--- src/rtl/bank_encoder.sv ---
// Mask-to-address serializer: captures a bank-select mask and emits the index
// of every set bit, lowest first, one per output handshake.
module bank_encoder #(
    parameter  int n = 32,
    localparam int a = $clog2(n)
) (
    input  logic         clk,
    input  logic         rst,
    input  logic [n-1:0] i_mask,
    input  logic         i_valid,
    output logic         i_ready,
    output logic [a-1:0] o_addr,
    output logic         o_valid,
    input  logic         o_ready,
    output logic         o_last,
    output logic         o_done
);

    typedef enum logic {IDLE, BUSY} state_t;

    state_t       state, state_nxt;
    logic [n-1:0] pend, pend_nxt, pend_rest;
    logic [a-1:0] addr_enc;
    logic         last, done_nxt;

    // Clearing the lowest set bit is the same as consuming the encoded address.
    assign pend_rest = pend & (pend - n'(1));
    assign last      = (pend != '0) && (pend_rest == '0);

    always_comb begin
        addr_enc = '0;
        for (int i = n - 1; i >= 0; i--)
            if (pend[i]) addr_enc = a'(i);
    end

    always_ff @(posedge clk) begin
        if (rst) begin
            state  <= IDLE;
            pend   <= '0;
            o_done <= 1'b0;
        end else begin
            state  <= state_nxt;
            pend   <= pend_nxt;
            o_done <= done_nxt;
        end
    end

    always_comb begin
        state_nxt = state;
        pend_nxt  = pend;
        done_nxt  = 1'b0;
        case (state)
            IDLE: begin
                if (i_valid) begin
                    if (i_mask != '0) begin
                        pend_nxt  = i_mask;
                        state_nxt = BUSY;
                    end else begin
                        done_nxt  = 1'b1;
                    end
                end
            end
            BUSY: begin
                if (o_ready) begin
                    pend_nxt = pend_rest;
                    if (last) begin
                        state_nxt = IDLE;
                        done_nxt  = 1'b1;
                    end
                end
            end
            default: state_nxt = IDLE;
        endcase
    end

    // pend is zero whenever IDLE, so o_addr rests at 0 outside BUSY.
    always_comb begin
        i_ready = (state == IDLE);
        o_valid = (state == BUSY);
        o_addr  = addr_enc;
        o_last  = (state == BUSY) && last;
    end

endmodule
--- config.mk ---
export PLATFORM = sky130hd
export DESIGN_NAME = bank_encoder
export DESIGN_NICKNAME = d
export VERILOG_FILES = /design/src/rtl/bank_encoder.sv
export SDC_FILE = /design/constraint.sdc
export NUM_CORES = 1
export LEC_CHECK = 0
export CORE_MARGIN = 2
export CORE_UTILIZATION = 35
export DETAILED_ROUTE_END_ITERATION = 10
export PLACE_DENSITY = 0.58
export SYNTH_ARGS = -nofsm -noshare
export SYNTH_HDL_FRONTEND = slang
export SYNTH_SLANG_ARGS = --single-unit
--- constraint.sdc ---
create_clock -name clk -period 3.2 [get_ports clk]
set_input_delay 0.64 -clock clk [delete_from_list [all_inputs] [get_ports clk]]
set_output_delay 0.64 -clock clk [all_outputs]
set_load 0.01 [all_outputs]
==> run metrics <==
share of post-route cells with drive strength above 1 0.2627; dominant cell by count in the synthesized netlist a21oi_1; FFs w/ async S/R, synth 0; kind of critical path reg -> out; min-delay src pend[24]; Syn Inst Count 335; crit path to o_last; Worst R2R Start pend[5]; Post-Place Setup Slack -169.1 ps; worst vdd ir 0.2303 mV; CTS HTree Levels 2; Most used DFF post-synth dfxtp_1; gp weighted congestion 0.9148; Mapped Nets 371; placed insts 506; first-pass GRT wire length 13.01 mm; First DRT Iteration DRCs 192; DR pass1 iterations 6; slew margin rel. 0.6719; CTS tree yes; antenna violations before repair 0; DRC viols 0; grt total ovfl 0; Slew Limit Fails 0; unique cell type count in the Yosys netlist 58; Post-Route WL 8.174 mm; final worst setup slack 25.42 ps; root buf cell clkbuf_8; core area 0.006756 mm²; worst skew pair latency 290 ps; Tcrit/Tclk final 0.9921; Sink Count 34; I/O pin total 45; Post-DP Area 0.003381 mm²; # hold bufs at CTS 0; f_max 315.0 MHz; RSZ-0062 raised after global routing yes; Vias/cell 5.768; final clock skew 5.221 ps; Tightest Hold Check Type reg -> reg; Fin. Hold Viols 0; largest net degree at the start of global routing 35; reg2reg path depth 8; yosys warns 0; critical path launch point pend[5]; Fin Setup TNS 0 ps; post-synth top area cell dfxtp_1; number of global-route vias before repair 2726; status finished clean; Arr. time, crit path 2530 ps; Max clock buf depth 2; Antenna Nets Post-Route 0; Design Area, Final 0.003617 mm²; Post-Syn Area 0.002427 mm²; via count 2965; WP data required 2560 ps; Routed WL per cell 15.90 µm; Post-synth top cells a21oi_1 (48), nor2_1 (39), nand2_1 (38); Final Power 1.642 mW; DIE HEIGHT 87.28 µm; total CTS buffers 5; Starting Density 0.3593; # nets final 469; post-CTS setup buffers 0; Layout area overhead 49.02%; P_leak 1.396 nW; Slew @ Worst Pin 491.0 ps; RR Endpoint o_done; syn avg cell area 7.246 µm²; # rows 30; Tmin final 3175 ps; clk slew on worst S/H paths 80 ps; dpl hpwl 6.116 mm; Die Wd 87.28 µm; pwr dens 454.0 mW/mm²; Seq/Total Area, Yosys 0.2804; synth top area cells dfxtp_1 (28%), a21oi_1 (9.9%), o21ai_0 (6.2%); Final setup viols 0; IO Port Bufs 44; worst-path fanout max 3; GRT Overall Usage 0.2154; Seq cells post-synth 34; final core occ 0.5354; Worst Setup End Kind output pin; r2r setup slk 730 ps; full die area 0.007617 mm²; EDFF count, synth 0; WHS 518.4 ps; ant diodes 0; max_cap viols 0; critical path launch point type flop; post-synth top area share 0.2804; Post-Layout Cell Count 514
final cells by class:
| class | count | area [µm²] |
|---|---|---|
| Clock buffer | 5 | 68.82 |
| Clock inverter | 3 | 68.82 |
| Multi-Input combinational cell | 270 | 1689 |
| Tap cell | 80 | 100.1 |
| Fill cell | 677 | 3139 |
| Sequential cell | 34 | 685.7 |
| Timing Repair Buffer | 112 | 967.2 |
| Inverter | 10 | 37.54 |
power by group:
part           internal, mW  leakage [nW]  switching (mW)
sequential            0.454         0.281          0.0287
combinational         0.337          1.05           0.340
clock                 0.312        0.0683           0.170
registers in the layout, summed over array words and instances (netlist names):
signal and count:
pend 32, o_done 1, o_valid 1
worst min-delay path by stage:
stage	endpoint	cells past startpoint
3_3_place_gp	pend[24]	2
5_1_grt	pend[29]	2
2_1_floorplan	pend[19]	2
3_5_place_dp	pend[24]	2
4_1_cts	pend[24]	2
6_report	pend[24]	2
cells in the final DEF (no fill, tap or decap), drive strengths merged, types with 2 or more instances in the layout:
cell type,instances
mux2,3
a221oi,5
nand2,39
inv,10
a21oi,48
o21bai,2
o22ai,2
clkdlybuf4s50,41
or3,2
nor4,20
or2,5
a211oi,3
maj3,2
nor3,16
a31oi,6
dlymetal6s2s,2
bufinv,2
buf,69
clkbuf,5
o31ai,5
dfxtp,34
or4,7
nor2b,2
o21ai,30
nand3,8
a2111oi,4
nor2,40
mux2i,2
cell families (layout without fill, tap and decap cells):
group / Yosys count / after routing / share of synthesized area
AND/OR/NAND/NOR: 147 / 147 / 0.3309
AO/OA/AOI/OAI: 116 / 116 / 0.2954
flip-flops: 34 / 34 / 0.2804
buffers and inverters: 31 / 130 / 0.06288
multiplexers: 5 / 5 / 0.02216
adder cells (fa/ha/maj): 2 / 2 / 0.008248
routing by layer:
layer	up-vias	wire (µm)	global-route usage
li1	1448	-	-
met1	1383	3693	0.2955
met2	120	3854	0.3540
met3	14	489	0.02844
met4	0	135	0.05874
met5	-	0	0
what timing repair did:
| item | 4_1_cts | 5_1_grt |
|---|---|---|
| pin swaps | 9 | 5 |
| gates cloned | 0 | 0 |
| gates resized for setup | 14 | 10 |
| setup endpoints to repair | 2 | 5 |
worst max-delay path: stages, from the launching register on:
cell	delay [ps]
dfxtp_1	340
or4_4	590
nor4_4	280
o32ai_2	130
nor4b_2	240
nand3_1	170
nor4_2	320
buf_2	190
(Power assumes the default switching activity.)
